<file path="config.mk">
export PLATFORM = sky130hd
export DESIGN_NAME = inst_fetch
export DESIGN_NICKNAME = d
export VERILOG_FILES = /design/src/rtl/inst_fetch.sv
export SDC_FILE = /design/constraint.sdc
export NUM_CORES = 1
export LEC_CHECK = 0
export BUFFER_PORTS_ARGS = -buffer_cell sky130_fd_sc_hd__buf_4
export CAP_MARGIN = 0
export CORE_ASPECT_RATIO = 0.6
export CORE_MARGIN = 1
export CORE_UTILIZATION = 55
export DETAILED_ROUTE_END_ITERATION = 12
export PLACE_DENSITY = 0.83
export REMOVE_ABC_BUFFERS = 1
export SYNTH_ARGS = -nofsm -noshare
export SYNTH_HDL_FRONTEND = slang
export SYNTH_SLANG_ARGS = --single-unit
</file>
<file path="constraint.sdc">
create_clock -name i_clk -period 5.2 [get_ports i_clk]
set_clock_uncertainty 0.15 [all_clocks]
set_input_delay 1.04 -clock i_clk [delete_from_list [all_inputs] [get_ports i_clk]]
set_output_delay 1.04 -clock i_clk [all_outputs]
set_load 0.05 [all_outputs]
</file>
<file path="src/rtl/inst_fetch.sv">
// rtl/inst_fetch.sv - instruction fetch stage: byte-wise fetch of opcode, argument and operand
//
// Ports:
//   i_clk, i_rst_n          clock, asynchronous active-low reset
//   i_run                   fetch enable; low idles the block between instructions
//   i_dp                    data pointer, base of the operand-byte address
//   o_mem_addr, o_mem_req   byte read request to the shared memory port
//   i_mem_ack, i_mem_rdata  memory acknowledge and read data
//   o_inst, o_data          assembled instruction word and operand byte
//   o_inst_pc, o_next_pc    address of the opcode byte and of the following instruction
//   o_inst_valid            handshake valid toward the decoder
//   i_inst_ready            handshake ready from the decoder
//   i_pc_load, i_pc_value   PC redirect, applied only when an instruction is accepted
module inst_fetch #(
    parameter logic [15:0] RESET_PC = 16'h0000
) (
    input  logic        i_clk,
    input  logic        i_rst_n,
    input  logic        i_run,
    input  logic [15:0] i_dp,
    output logic [15:0] o_mem_addr,
    output logic        o_mem_req,
    input  logic        i_mem_ack,
    input  logic [7:0]  i_mem_rdata,
    output logic [15:0] o_inst,
    output logic [7:0]  o_data,
    output logic [15:0] o_inst_pc,
    output logic [15:0] o_next_pc,
    output logic        o_inst_valid,
    input  logic        i_inst_ready,
    input  logic        i_pc_load,
    input  logic [15:0] i_pc_value
);

    typedef enum logic [2:0] {
        S_IDLE,
        S_OP,
        S_ARG,
        S_DAT,
        S_HOLD
    } state_t;

    state_t      r_state;
    logic [15:0] r_pc;
    logic [15:0] r_inst;
    logic [7:0]  r_data;
    logic [15:0] r_inst_pc;
    logic [15:0] r_next_pc;
    logic [15:0] w_dat_addr;
    logic        w_data_sourced;

    // Operand address uses the live data pointer, so dp only matters while in DAT.
    assign w_dat_addr     = i_dp + {8'h00, r_inst[7:0]};
    // The opcode byte is already captured when the argument arrives.
    assign w_data_sourced = (r_inst[15:14] == 2'b10) && (r_inst[10:9] == 2'b01);

    // Request and address are pure decodes of state and registers, so an
    // outstanding request cannot move until the state advances on ack.
    always_comb begin
        o_mem_req  = 1'b0;
        o_mem_addr = 16'h0000;
        case (r_state)
            S_OP, S_ARG: begin
                o_mem_req  = 1'b1;
                o_mem_addr = r_pc;
            end
            S_DAT: begin
                o_mem_req  = 1'b1;
                o_mem_addr = w_dat_addr;
            end
            default: begin
                o_mem_req  = 1'b0;
                o_mem_addr = 16'h0000;
            end
        endcase
    end

    assign o_inst       = r_inst;
    assign o_data       = r_data;
    assign o_inst_pc    = r_inst_pc;
    assign o_next_pc    = r_next_pc;
    assign o_inst_valid = (r_state == S_HOLD);

    always_ff @(posedge i_clk or negedge i_rst_n) begin
        if (!i_rst_n) begin
            r_state   <= S_IDLE;
            r_pc      <= RESET_PC;
            r_inst    <= 16'h0000;
            r_data    <= 8'h00;
            r_inst_pc <= 16'h0000;
            r_next_pc <= 16'h0000;
        end else begin
            case (r_state)
                S_IDLE: begin
                    if (i_run) begin
                        r_state <= S_OP;
                    end
                end
                S_OP: begin
                    if (i_mem_ack) begin
                        r_inst_pc     <= r_pc;
                        r_pc          <= r_pc + 16'd1;
                        r_inst[15:8]  <= i_mem_rdata;
                        // Opcode bit 7 clear means no argument byte follows.
                        if (!i_mem_rdata[7]) begin
                            r_inst[7:0] <= 8'h00;
                            r_data      <= 8'h00;
                            r_next_pc   <= r_pc + 16'd1;
                            r_state     <= S_HOLD;
                        end else begin
                            r_state     <= S_ARG;
                        end
                    end
                end
                S_ARG: begin
                    if (i_mem_ack) begin
                        r_inst[7:0] <= i_mem_rdata;
                        r_pc        <= r_pc + 16'd1;
                        if (w_data_sourced) begin
                            r_state   <= S_DAT;
                        end else begin
                            r_data    <= 8'h00;
                            r_next_pc <= r_pc + 16'd1;
                            r_state   <= S_HOLD;
                        end
                    end
                end
                S_DAT: begin
                    if (i_mem_ack) begin
                        r_data    <= i_mem_rdata;
                        // pc already points past the argument byte.
                        r_next_pc <= r_pc;
                        r_state   <= S_HOLD;
                    end
                end
                S_HOLD: begin
                    if (i_inst_ready) begin
                        if (i_pc_load) begin
                            r_pc <= i_pc_value;
                        end
                        r_state <= i_run ? S_OP : S_IDLE;
                    end
                end
                default: begin
                    r_state <= S_IDLE;
                end
            endcase
        end
    end

endmodule

</file>
=== Yosys cells after proc, flatten, opt, wreduce, memory -nomap -nowiden ===
Cells that the tools add are included.

* Word-level logic and storage cells: 65
* Flip-flop bits (word level): 75
* Memory bits (read-only): 0
* Memories: 0
* Output and inout bits: 74
* Memory bits (writable): 0
* Bits in latches: 0
* Input port bits: 46

* Reductions and logical operators: 12
* Bitwise operators: 0
* Magnitude comparators: 0
* Mux-type cells: 29
* Add/subtract/negate cells: 2
* Shift operators: 0
* Divide/modulo/power cells: 0
* Eq/ne operators: 15
* Multiply operators: 0

{| class="wikitable"
|+ Operators by type and width
! cell !! number
|-
| $mux 16 || 8
|-
| $pmux 16 s2 || 2
|-
| $mux 8 || 6
|-
| $pmux 16 s3 || 1
|-
| $pmux 8 s3 || 1
|-
| $mux 3 || 7
|-
| $add 16x1->16 const B || 1
|-
| $add 16x8->16 || 1
|-
| $pmux 8 s2 || 1
|-
| $pmux 3 s5 || 1
|-
| $ne 2x2->1 const B || 6
|-
| $reduce_and 4->1 || 2
|-
| $eq 3x2->1 const B || 2
|-
| $ne 2x1->1 const B || 3
|-
| $reduce_and 6->1 || 1
|-
| $reduce_and 5->1 || 1
|-
| $reduce_bool 2->1 || 2
|-
| $eq 3x1->1 const B || 1
|-
| $eq 3x3->1 const B || 1
|-
| $logic_not 3->1 || 1
|-
| $reduce_bool 3->1 || 1
|-
| $reduce_or 3->1 || 1
|-
| $eq 2x1->1 const B || 1
|-
| $eq 2x2->1 const B || 1
|-
| 4 further kinds || 5
|}

=== Longest topological paths before layout ===
* Depth in word-level cells: 5
* Depth in mapped cells: 8
* Mapped depth without buffers: 7

=== Worst setup path after synthesis ===
No wires, ideal clock.

* Kind: input to output
* Start point: input port i_dp[0]
* End point: output port o_mem_addr[10]
* Stages on the path: 7
* Data arrival time: 3486 ps
* Data required time: 4010 ps
* Buffers on the path: 0
* Path slack: 524 ps
* Path through: ha_1 fa_1 a211oi_1 o211ai_1 nand4_1 xor2_1 o21ai_0

* Word-level cells in the longest chain between the ends: 2

{| class="wikitable"
|+ RTL lines
! item !! line !! source
|-
| from (decl) || 20 || <nowiki>input logic [15:0] i_dp,</nowiki>
|-
| $add 16x8->16 || 53 || <nowiki>assign w_dat_addr = i_dp + {8'h00, r_inst[7:0]};</nowiki>
|-
| $pmux 16 s2 || 62 || <nowiki>case (r_state)</nowiki>
|-
| to (decl) || 21 || <nowiki>output logic [15:0] o_mem_addr,</nowiki>
|}

Every way passes these cells.

=== Final worst setup path ===
* Start point: input port i_dp[0]
* End point: output port o_mem_addr[12]

The elaborated chain is that of the path after synthesis.

==> summary.txt <==
outcome - finished clean
maximum vdd drop - 0.000475 V
cell row count - 24
flops & latches, synth - 75
Post-Synthesis Cells - 471
pwr dens - 786 nW/um^2
fin cells - 679
Leak - 2.49 nW
routed vias/inst - 5.96
hold-fix buffer count after cts - 0
final core utilization - 74.1%
Max Cap Viol - 0
Core Region - 7420 sq um
post-route worst setup slack - 0.776 ns
IO Port Bufs - 119
crit path launch - i_dp[0]
met3 Usage GRT - 10.3%
met2 usage - 46.4%
critical path arrival - 3.23 ns
Hold Fails Final Rpt - 0
most common flop cell mapped by yosys - dfrtp_1
clk sinks - 75
TritonCTS Buffers - 9
GR peak layer - met2
routability cong. - 0.898
Die Height - 70.6 microns
crit path launch type - primary input
Max Clk Rate - 226 MHz
hold_sp - o_next_pc[8]
Detailed Route WL - 12.3 mm
setup TNS - 0 ns
CP required - 4.01 ns
Post-Syn Area per Cell - 9.16 sq um
pin count of the biggest net entering global routing - 76
crit end category - output port
setup violators final - 0
RSZ-0062 raised after global routing - no
Max Transition Viols Final - 0
CTS resizes - 0
Setup CP Type - primary input to output port
worst slack at placement - 0.815 ns
final worst path period share - 85.1%
Residual DRC - 0
r2r setup slk - 2.58 ns
Boundary Pins - 120
Hold WC Path Type - flop to flop
ratio of cells with drive above 1 in the final layout - 30.8%
Post-synth ARST share - 100%
DR pass1 iterations - 5
vias in the first global route - 3957
GRT Resource Usage Total - 32.3%
Clk pin slew, worst setup/hold paths - 0.05 ns
Area Overhead vs Synth - 27.5%
die area - 8210 sq um
unique cell type count in the Yosys netlist - 60
Routed Antenna Nets - 0
max_slew headroom - 15.4%
initial antenna violation count - 0
Crit Path Max Fanout - 4
TritonCTS clock tree - yes
drt wl/cell - 18.1 microns
H-tree levels - 3
Overflow after GRT - 0
Setup Buffers After CTS - 0
FF-to-FF Start - r_state[0]
Final Critical Period - 4.42 ns
hpwl dp - 8.48 mm
chip width - 116 microns
routed via count - 4050
EDFF count, synth - 0
met1 Use GR - 46.2%
first-pass GRT wire length - 20.0 mm
# nets final - 628
synthesized area - 4310 sq um
register area share after synthesis - 43.5%
CTS root buf - clkbuf_16
CTS max path bufs - 2
initial core utilization - 58.1%
Skew-Pair Late Insertion Delay - 0.34 ns
First DRT Iteration DRCs - 420
yosys warns - 0
Worst-Margin Slew - 1.26 ns
number of cells after detailed placement - 665
ANT cells - 0
## per-layer routing
| layer | routed length [microns] | vias to the layer above |
|---|---|---|
| li1 | - | 1875 |
| met1 | 5580 | 1935 |
| met2 | 5340 | 208 |
| met3 | 1180 | 32 |
| met4 | 212 | 0 |
| met5 | 0 | - |
## cell usage in the layout, fill, tap and decap left out, drive strengths merged, types with 2 or more instances in the layout
master | synthesis | routed
a211oi | 3 | 3
nor3 | 11 | 11
and4 | 2 | 2
ha | 9 | 9
nand3 | 13 | 13
o211ai | 4 | 4
nand2b | 2 | 2
buf | 20 | 123
xnor2 | 15 | 15
o22ai | 7 | 7
a22o | 3 | 3
nor4 | 4 | 4
and3 | 7 | 7
o21ai | 54 | 54
nor2 | 22 | 22
o2bb2ai | 3 | 3
bufinv | 0 | 2
and2 | 2 | 2
or2 | 3 | 3
or3 | 3 | 3
nor2b | 3 | 3
o2bb2a | 3 | 3
xor2 | 9 | 9
a21oi | 37 | 37
nand4 | 5 | 5
nand2 | 83 | 83
a21o | 4 | 4
inv | 7 | 7
nand3b | 2 | 2
dfrtp | 75 | 75
mux2 | 24 | 24
clkbuf | 13 | 12
a31oi | 4 | 4
## critical path, cell delays in order
cell      delay [ns]
buf_4           0.11
ha_1            0.23
fa_1            0.44
a211oi_1        0.39
o211ai_1        0.32
nand3_1         0.19
xor2_1          0.08
o21ai_0         0.19
buf_4           0.25
## cells by family after synthesis
| logic type | after synthesis | share of synthesized area [%] |
|---|---|---|
| AO/OA/AOI/OAI | 133 | 18.3 |
| adder cells (fa/ha/maj) | 10 | 3.08 |
| AND/OR/NAND/NOR | 164 | 18.8 |
| XOR/XNOR | 24 | 4.87 |
| buffers and inverters | 40 | 4.93 |
| flip-flops | 75 | 43.5 |
| multiplexers | 25 | 6.50 |
## state kept, by name (all words and copies together), names as in the netlist
signal	cells
o_inst	16
o_data	8
o_inst_pc	16
o_next_pc	16
r_state	3
r_pc	16
## synthesized netlist by cell type, types with 3 or more instances
| library cell | n | area [sq um] |
|---|---|---|
| nor3_1 | 7 | 35.0 |
| a21o_1 | 4 | 30.0 |
| o211ai_1 | 4 | 30.0 |
| a21oi_1 | 36 | 180 |
| clkbuf_2 | 3 | 15.0 |
| ha_1 | 9 | 113 |
| dfrtp_1 | 75 | 1880 |
| and3_1 | 7 | 43.8 |
| o2bb2a_1 | 3 | 30.0 |
| xnor2_1 | 15 | 131 |
| o2bb2ai_1 | 3 | 26.3 |
| a31oi_1 | 4 | 25.0 |
| o21ai_0 | 49 | 245 |
| nand3_1 | 13 | 65.1 |
| nor3_4 | 3 | 48.8 |
| o22ai_1 | 7 | 43.8 |
| or3_1 | 3 | 18.8 |
| nor2_1 | 18 | 67.6 |
| o21ai_1 | 4 | 20.0 |
| a22o_1 | 3 | 26.3 |
| buf_2 | 8 | 40.0 |
| inv_1 | 6 | 22.5 |
| buf_4 | 11 | 82.6 |
| clkbuf_1 | 10 | 37.5 |
| nor2b_1 | 3 | 18.8 |
| a211oi_1 | 3 | 22.5 |
| nand2_1 | 82 | 308 |
| nor4_1 | 4 | 25.0 |
| mux2_2 | 24 | 270 |
| xor2_1 | 9 | 78.8 |
| nand4_1 | 5 | 31.3 |
## power by group
group | switching [W] | leakage (nW) | internal, W
Sequential | 0.000291 | 0.929 | 0.000845
Combinational | 0.00171 | 1.41 | 0.000804
Clock | 0.000231 | 0.155 | 0.000441
## per-stage QoR
stage	total power, W	hold WS [ns]	area (sq um)
floorplan	0.00283	0.396	4130
global placement	0.00356	0.312	5180
detailed placement	0.00363	0.322	5180
CTS	0.00432	0.334	5500
global route	0.00455	0.369	5500
finish	0.00432	0.326	5500
## worst paths after layout
check                                       to  cells past startpoint
worst max register to register         r_pc[0]                      7
worst min register to register    o_next_pc[8]                      2
worst min-delay path              o_next_pc[8]                      2
min in group asynchronous           o_inst[15]                      1
max in group asynchronous         o_next_pc[5]                      1
worst max-delay path            o_mem_addr[12]                      9
## area by class of cell
class                      count  area, sq um
clock buffer                  12          256
clock inverter                 2         60.1
fill                         540         1920
inverter                       7         26.3
multi-input combinational    356         2230
sequential                    75         1880
tap                          104          130
timing repair buffer         123          923
Power figures use the tool's default switching activity.
